[config.mk]
export PLATFORM = sky130hd
export DESIGN_NAME = tx_arb
export DESIGN_NICKNAME = d
export VERILOG_FILES = /design/src/rtl/tx_arb.sv
export SDC_FILE = /design/constraint.sdc
export NUM_CORES = 1
export LEC_CHECK = 0
export ABC_AREA = 1
export BUFFER_PORTS_ARGS = -buffer_cell sky130_fd_sc_hd__buf_2
export CAP_MARGIN = 15
export CORE_MARGIN = 2
export CORE_UTILIZATION = 28
export DETAILED_ROUTE_END_ITERATION = 7
export PLACE_DENSITY = 0.54
export RECOVER_POWER = 50
export SYNTH_ARGS = -nofsm -noshare
export SYNTH_HDL_FRONTEND = slang
export SYNTH_SLANG_ARGS = --single-unit
[constraint.sdc]
create_clock -name i_clk -period 4.28 [get_ports i_clk]
set_input_delay 0.428 -clock i_clk [delete_from_list [all_inputs] [get_ports i_clk]]
set_output_delay 0.428 -clock i_clk [all_outputs]
set_load 0.03 [all_outputs]
[src/rtl/tx_arb.sv]
// tx_arb: shares one character transmitter between NB_REQ requesters.
//
// A requester holds i_req and its slice of i_data until it sees its o_ack.
// When the transmitter reports empty (i_mty=1), one requester is granted and
// its character is written with a single-cycle o_we strobe. After a write the
// arbiter waits for i_mty to fall before it will grant again. This protects
// against writing twice while the empty flag is stale.
//
// Winner selection is round-robin starting at ptr. The last grantee can keep
// ownership through i_lock, but only for up to MAX_BURST grants in a row.
//
// Ports
//   i_clk, i_nrst : clock (rising edge), asynchronous active-low reset
//   i_req         : per-requester character pending (level)
//   i_lock        : per-requester request to keep ownership for the next char
//   i_data        : requester k's character in [k*WIDTH_DATA +: WIDTH_DATA]
//   i_mty         : transmitter empty flag
//   o_we, o_data  : registered write strobe and character to the transmitter
//   o_ack         : registered one-hot pulse, character of that requester taken
//   o_gnt         : registered one-hot index of the last grantee (0 before any)
//   o_busy        : high while the arbiter is not in READY
//
// state    | meaning
// ---------+---------------------------------------------------------------
// READY    | idle; grants when i_mty=1 and an eligible request is pending
// LAUNCH   | write strobe and ack are on the outputs for this one cycle
// WAIT_LOW | waiting for the transmitter to take the character (i_mty=0)
module tx_arb #(
   parameter int WIDTH_DATA = 8,
   parameter int NB_REQ     = 4,
   parameter int MAX_BURST  = 16
) (
   input  logic                         i_clk,
   input  logic                         i_nrst,
   input  logic [NB_REQ-1:0]            i_req,
   input  logic [NB_REQ-1:0]            i_lock,
   input  logic [NB_REQ*WIDTH_DATA-1:0] i_data,
   input  logic                         i_mty,
   output logic                         o_we,
   output logic [WIDTH_DATA-1:0]        o_data,
   output logic [NB_REQ-1:0]            o_ack,
   output logic [NB_REQ-1:0]            o_gnt,
   output logic                         o_busy
);

   localparam int PW = $clog2(NB_REQ);
   localparam int BW = $clog2(MAX_BURST + 1);

   typedef enum logic [1:0] {
      READY    = 2'd0,
      LAUNCH   = 2'd1,
      WAIT_LOW = 2'd2
   } state_t;

   state_t                state_q, state_d;
   logic [PW-1:0]         ptr_q, ptr_d;
   logic [PW-1:0]         gidx_q, gidx_d;
   logic [BW-1:0]         burst_q, burst_d;
   logic                  we_q, we_d;
   logic [WIDTH_DATA-1:0] data_q, data_d;
   logic [NB_REQ-1:0]     ack_q, ack_d;
   logic [NB_REQ-1:0]     gnt_q, gnt_d;
   logic                  busy_q, busy_d;

   logic                  lock_hit;
   logic                  rr_found;
   logic [PW-1:0]         rr_idx;
   logic [PW-1:0]         win;
   logic [WIDTH_DATA-1:0] win_data;

   // gidx_q is meaningful only after the first grant, so an empty o_gnt
   // blocks the lock path.
   assign lock_hit = (|gnt_q) && i_lock[gidx_q] && i_req[gidx_q]
                     && (burst_q < BW'(MAX_BURST));

   // Round-robin search: check ptr first, then ptr+1, and so on, wrapping at NB_REQ.
   always_comb begin
      int k;
      k        = 0;
      rr_found = 1'b0;
      rr_idx   = '0;
      for (int i = 0; i < NB_REQ; i++) begin
         k = (int'(ptr_q) + i) % NB_REQ;
         if (!rr_found && i_req[PW'(k)]) begin
            rr_found = 1'b1;
            rr_idx   = PW'(k);
         end
      end
   end

   assign win = lock_hit ? gidx_q : rr_idx;

   always_comb begin
      win_data = '0;
      for (int i = 0; i < NB_REQ; i++) begin
         if (win == PW'(i)) begin
            win_data = i_data[i*WIDTH_DATA +: WIDTH_DATA];
         end
      end
   end

   always_comb begin
      state_d = state_q;
      ptr_d   = ptr_q;
      gidx_d  = gidx_q;
      burst_d = burst_q;
      we_d    = 1'b0;
      ack_d   = '0;
      data_d  = data_q;
      gnt_d   = gnt_q;
      case (state_q)
         READY: begin
            if (i_mty && (lock_hit || rr_found)) begin
               we_d    = 1'b1;
               data_d  = win_data;
               ack_d   = NB_REQ'(1) << win;
               gnt_d   = NB_REQ'(1) << win;
               gidx_d  = win;
               ptr_d   = (win == PW'(NB_REQ - 1)) ? '0 : win + PW'(1);
               burst_d = lock_hit ? burst_q + BW'(1) : BW'(1);
               state_d = LAUNCH;
            end
         end
         LAUNCH: begin
            state_d = WAIT_LOW;
         end
         WAIT_LOW: begin
            // A high i_mty here is stale. Only the low level from the
            // transmitter re-arms the arbiter.
            if (!i_mty) begin
               state_d = READY;
            end
         end
         default: begin
            state_d = READY;
         end
      endcase
      busy_d = (state_d != READY);
   end

   always_ff @(posedge i_clk or negedge i_nrst) begin
      if (!i_nrst) begin
         state_q <= READY;
         ptr_q   <= '0;
         gidx_q  <= '0;
         burst_q <= '0;
         we_q    <= 1'b0;
         data_q  <= '0;
         ack_q   <= '0;
         gnt_q   <= '0;
         busy_q  <= 1'b0;
      end else begin
         state_q <= state_d;
         ptr_q   <= ptr_d;
         gidx_q  <= gidx_d;
         burst_q <= burst_d;
         we_q    <= we_d;
         data_q  <= data_d;
         ack_q   <= ack_d;
         gnt_q   <= gnt_d;
         busy_q  <= busy_d;
      end
   end

   assign o_we   = we_q;
   assign o_data = data_q;
   assign o_ack  = ack_q;
   assign o_gnt  = gnt_q;
   assign o_busy = busy_q;

endmodule

[Word level (Yosys, flattened, before mapping)]
Cells that the tools add are included.
Storage, ports and cells
  register bits after elaboration: 29
Cells by class
  add/subtract/negate cells: 5
  $lt $le $gt $ge: 6
  equal/unequal tests: 5
  shift-type cells: 1
  multiplexer cells: 38
  reductions and logical operators: 16
Operator list (number)
  $mux W8: 4
  $lt A2 B4 Y1 const B: 4
  $mux W1: 16
  $mux W2: 8
  $bmux W1 S2: 6
  $mux W4: 2
  $logic_and A1 B1 Y1: 7
  $eq A2 B2 Y1 const B: 3
  $pmux W2 S3: 1
  $add A5 B1 Y5 const B: 1
  $lt A5 B5 Y1 const B: 1
  $mux W5: 1
  $add A2 B1 Y2 const B: 2
  $add A2 B2 Y2 const B: 2
  $eq A2 B1 Y1 const B: 2
  $logic_not A2 Y1: 2
  $reduce_or A4 Y1: 1
  $shl A1 B2 Y4 const A: 1
  $logic_not A1 Y1: 3
  $lt A2 B3 Y1 const B: 1
  $reduce_and A2 Y1: 1
  $reduce_bool A2 Y1: 1
  $logic_or A1 B1 Y1: 1

[Longest topological paths before layout]
  depth after elaboration: 19
  depth in mapped cells: 20
  gate-level depth less buffers: 19

[Worst setup path before layout]
No wires, ideal clock.
  path kind: reg-to-reg
  start point: register gnt_q[3] (netlist: o_gnt[3])
  end point: register data_q[0] (netlist: o_data[0])
  library setup time: 0.065 ns
  arrival: 2.477 ns
  path slack: 1.738 ns
  stages on the path, launching flop included: 19
  path buffers: 1
  clock period less this slack: 2.542 ns
  cells stage by stage: dfrtp_1 nor2_1 a21oi_1 nand3_1 inv_1 nand2_1 nand2_1 inv_1 nand2_1 inv_1 ha_1 clkbuf_1 nor2_1 nand2_1 nand2_1 o21ai_0 o21ai_0 nand2_1 nand2_1
Between the ends
  cells in the longest elaborated chain, start to end: 10
  elaborated cells between the ends (all ways): 16
  those cells by class: eq/ne (3); mux (5); reduce/logical (8)
RTL lines
  start, declared: RTL line 62  | logic [NB_REQ-1:0] gnt_q, gnt_d;
  start signal, assigned: RTL line 160  | gnt_q <= gnt_d;
  $reduce_or A4 Y1 *: RTL line 73  | assign lock_hit = (|gnt_q) && i_lock[gidx_q] && i_req[gidx_q]
  $logic_and A1 B1 Y1 * (2 in a row): RTL line 73
  $logic_and A1 B1 Y1 *: RTL line 74  | && (burst_q < BW'(MAX_BURST));
  $mux W2 *: RTL line 91  | assign win = lock_hit ? gidx_q : rr_idx;
  net win[0]: RTL line 68  | logic [PW-1:0] win;
  $logic_not A2 Y1: RTL line 96  | if (win == PW'(i)) begin
  $mux W8 (3 in a row): RTL line 96
  $mux W8 *: RTL line 96
  end signal, assigned: RTL line 158  | data_q <= data_d;
  end, declared: RTL line 60  | logic [WIDTH_DATA-1:0] data_q, data_d;
The timed path passes the listed nets; every way through them passes the cells marked *.
A chain may end at the register's enable or synchronous reset.

[Final worst setup path]
  start point: register ptr_q[0]
  end point: register data_q[6] (netlist: o_data[6])
Between the ends
  cells in the longest elaborated chain, start to end: 19
  elaborated cells between the ends (all ways): 41
  those cells by class: add/sub (3); eq/ne (3); mux (25); reduce/logical (10)
RTL lines
  start, declared: RTL line 56  | logic [PW-1:0] ptr_q, ptr_d;
  start signal, assigned: RTL line 154  | ptr_q <= ptr_d;
  parallel branches: the longest is 12 deep, another holds $add A2 B1 Y2
  $mux W2 *: RTL line 84  | if (!rr_found && i_req[PW'(k)]) begin
  $mux W2 *: RTL line 91
  net win[0]: RTL line 68
  $logic_not A2 Y1: RTL line 96
  $mux W8 (3 in a row): RTL line 96
  $mux W8 *: RTL line 96
Mark *: on every way through the listed nets, which the timed path passes. The select of a mux whose other input is x is not followed.

==> out/qor.txt <==
Status: finished, violations left
Failing checks: max-capacitance violations, max-slew violations
Slowest cell delay on critical path: 0.58 ns
Final WL: 4410 microns
Avg Cell Area, Syn: 6.97 sq um
Worst skew pair latency: 0.28 ns
Slowest stage cell, crit path: dfrtp_1
Crit path cell chain: inv_2 -> nand2_1 -> nand2_1 -> nand2_1 -> nand2_1 -> nor2_4 -> nand3_2 -> nand2_1 -> inv_1 -> nand2_1 -> inv_1 -> ha_1 -> nor2_1 -> nand2_1 -> nand2_1 -> o21ai_0 -> o21ai_0 -> nand2_1 -> nand2_1
Min-Delay Path Class: input port to register
Initial DRT Pass Iterations: 4
Worst setup EP type: register
Sequential cell area: 726 sq um
Comb power frac: 62.4%
Fraction of layout cells with a size suffix above 1: 22.2%
RSZ-0062 raised after global routing: no
Syn. warnings: 0
Drt drc: 0
CP delay by family, top: simple AND/OR/NAND/NOR gates
Vias per inst: 4.42
Area of the multi-input gates: 911 sq um
Post-CTS setup buffers: 0
RePlAce Congestion: 0.805
Most frequent cell on the critical path: nand2_1
Number of max-cap violations: 1
Initial antenna violation count: 0
Ant. Diodes: 0
H-tree level count: 2
Clock-pin slew on the worst setup and hold paths: 0.07 ns
WS Path Type: register to register
Endpoints failing hold: 0
Vias: 1734
WL/cell: 11.3 microns
Max Root-Sink Buffers: 2
# rows: 29
ANT nets after route: 0
R2r setup slk: 1.33 ns
Final worst path period share: 69.0%
Buf/Inv on CP: 3
PwrDens: 953 mW/mm^2
Yosys cell types: 21
Peak supply drop: 0.000479 V
Min Hold Slack: 0.437 ns
Clock group share of total power: 15.9%
Post-Place Setup Slack: 1.34 ns
Net Sw Power: 1.09 mW
CP max FO: 11
#FFs+latches synth: 29
Post_cts resized: 0
Vias in the first global route: 1678
Clock root buffer: clkbuf_8
Fin crit period: 2.95 ns
Slew HR: -3.01%
GRT Residual Overflow: 0
Num CTS Buffers: 5
Clock sink count: 29
Port-buffer cells: 60
WP data required: 4.50 ns
Sequential share of power: 21.7%
Die Ht: 83.9 microns
Final worst slack: 1.33 ns
CP arrival: 3.17 ns
Total core area: 0.00624 sq mm
Register area share after synthesis: 40.6%
Worst Clk Skew: 0.00631 ns
Lkg Pwr: 1.23 nW
Syn_nets: 304
TNS Setup: 0 ns
Gate Count Post-Synth: 256
Worst setup SP type: register
Top-area cell type share of the netlist area: 40.6%
Largest net degree at the start of global routing: 32
Initial DRC count: 113
TritonCTS clock tree: done
Final net count: 362
P&R area growth vs syn: 25.3%
Hold buffer count at CTS: 0
Fmax: 0.338 GHz
Tot GR Track Use: 13.1%
Boundary Pins: 61
Synth area leader: dfrtp_1
Die ar.: 0.00703 sq mm
First-pass GRT wire length: 7590 microns
DP HPWL: 3400 microns
Final Max Tran Viols: 30
Sw Share: 51.1%
Synth top area cells: dfrtp_1 (41%), nand2_1 (23%), o21ai_0 (6.2%)
Internal: 1.04 mW
Starting Density: 28.6%
Die W: 83.9 microns
Post-Synthesis Cell Area: 0.00179 sq mm
Worst Max-Slew Pin Slew: 1.55 ns
FILL cells: 696
Setup Viol. Count Final: 0
synthesized netlist by cell type:
cell type,number
nor2_4,1
dfrtp_1,29
xor2_1,3
nand3_2,1
nor2_1,13
nand2_4,1
o21ai_0,22
o21ai_1,4
nand3_1,21
inv_2,2
or2_1,1
buf_4,1
clkbuf_1,4
inv_1,18
ha_1,5
nand2_2,5
buf_6,4
nand2_1,108
a21oi_1,11
inv_4,1
nand3b_1,1
cell usage in the layout (no fill, tap or decap):
cell type	netlist	final
nand2_1	108	108
buf_2	0	51
dfrtp_1	29	29
o21ai_0	22	22
nand3_1	21	21
inv_1	18	18
nor2_1	13	13
a21oi_1	11	11
clkbuf_1	4	9
nand2_2	5	5
ha_1	5	5
clkbuf_8	0	5
o21ai_1	4	4
xor2_1	3	3
inv_2	2	2
bufinv_16	0	2
nor2_4	1	1
nand3b_1	1	1
nand3_2	1	1
nand2_4	1	1
inv_4	1	1
or2_1	1	1
clkinv_2	0	1
cell type report:
| cell class | count | area share [%] |
|---|---|---|
| Clock buffer | 5 | 3.08 |
| Multi-Input combinational cell | 197 | 40.7 |
| Inverter | 21 | 3.64 |
| Tap cell | 77 | 4.31 |
| Sequential cell | 29 | 32.4 |
| Timing Repair Buffer | 60 | 12.9 |
| Clock inverter | 3 | 2.91 |
power by group through the flow:
stage / clock network [mW] / registers, mW / logic [mW]
floorplan: 0 / 0.573 / 0.970
global placement: 0 / 0.466 / 1.36
detailed placement: 0 / 0.465 / 1.36
CTS: 0.346 / 0.463 / 1.36
global route: 0.361 / 0.478 / 1.56
finish: 0.339 / 0.463 / 1.33
logic make-up after synthesis:
| kind of cell | after synthesis | share of synthesized area (%) |
|---|---|---|
| adder cells (fa/ha/maj) | 5 | 3.50 |
| AND/OR/NAND/NOR | 152 | 35.7 |
| AO/OA/AOI/OAI | 37 | 10.4 |
| buffers and inverters | 30 | 8.34 |
| XOR/XNOR | 3 | 1.47 |
| flip-flops | 29 | 40.6 |
worst reg2reg max path: cells and delay by family, from the launching register on:
family	cells	cell delay, ns
simple gates	13	1.46
flops	1	0.58
compound gates	2	0.22
fa+ha+maj	1	0.33
buf+inv	3	0.29
per-stage QoR:
stage	util [%]	total power [mW]	instances	area [sq um]
4_1_cts	36.0	2.17	392	2250
2_1_floorplan	-	1.54	256	1790
6_report	35.8	2.13	392	2240
3_3_place_gp	33.9	1.82	384	2110
3_5_place_dp	33.9	1.83	384	2110
5_1_grt	35.8	2.40	392	2240
registers in the layout (all words and copies together), names as in the netlist:
| signal | cells |
|---|---|
| burst_q | 5 |
| gidx_q | 2 |
| o_ack | 4 |
| o_busy | 1 |
| o_data | 8 |
| o_gnt | 4 |
| o_we | 1 |
| ptr_q | 2 |
| state_q | 2 |
routing by layer:
layer / share of wire, % / global-route usage, % / up-vias / wire length (microns)
li1: - / - / 919 / -
met1: 47 / 17.3 / 749 / 2090
met2: 45 / 21.7 / 60 / 1980
met3: 7.0 / 3.56 / 6 / 309
met4: 0.68 / 2.64 / 0 / 30
met5: 0 / 0 / - / 0
path summary, 6_finish.rpt:
path	startpoint	end	cells past startpoint
hold reg to reg	o_data[7]$_DFFE_PN0P_	o_data[7]$_DFFE_PN0P_	2
setup reg to reg	ptr_q[0]$_DFFE_PN0P_	o_data[6]$_DFFE_PN0P_	19
hold / removal	i_mty	state_q[1]$_DFF_PN0_	3
max in group asynchronous	i_nrst	burst_q[1]$_DFFE_PN0P_	1
min in group asynchronous	i_nrst	state_q[0]$_DFF_PN0_	1
setup / recovery	ptr_q[0]$_DFFE_PN0P_	o_data[6]$_DFFE_PN0P_	19
No activity file was read; power rests on OpenSTA's default activity.
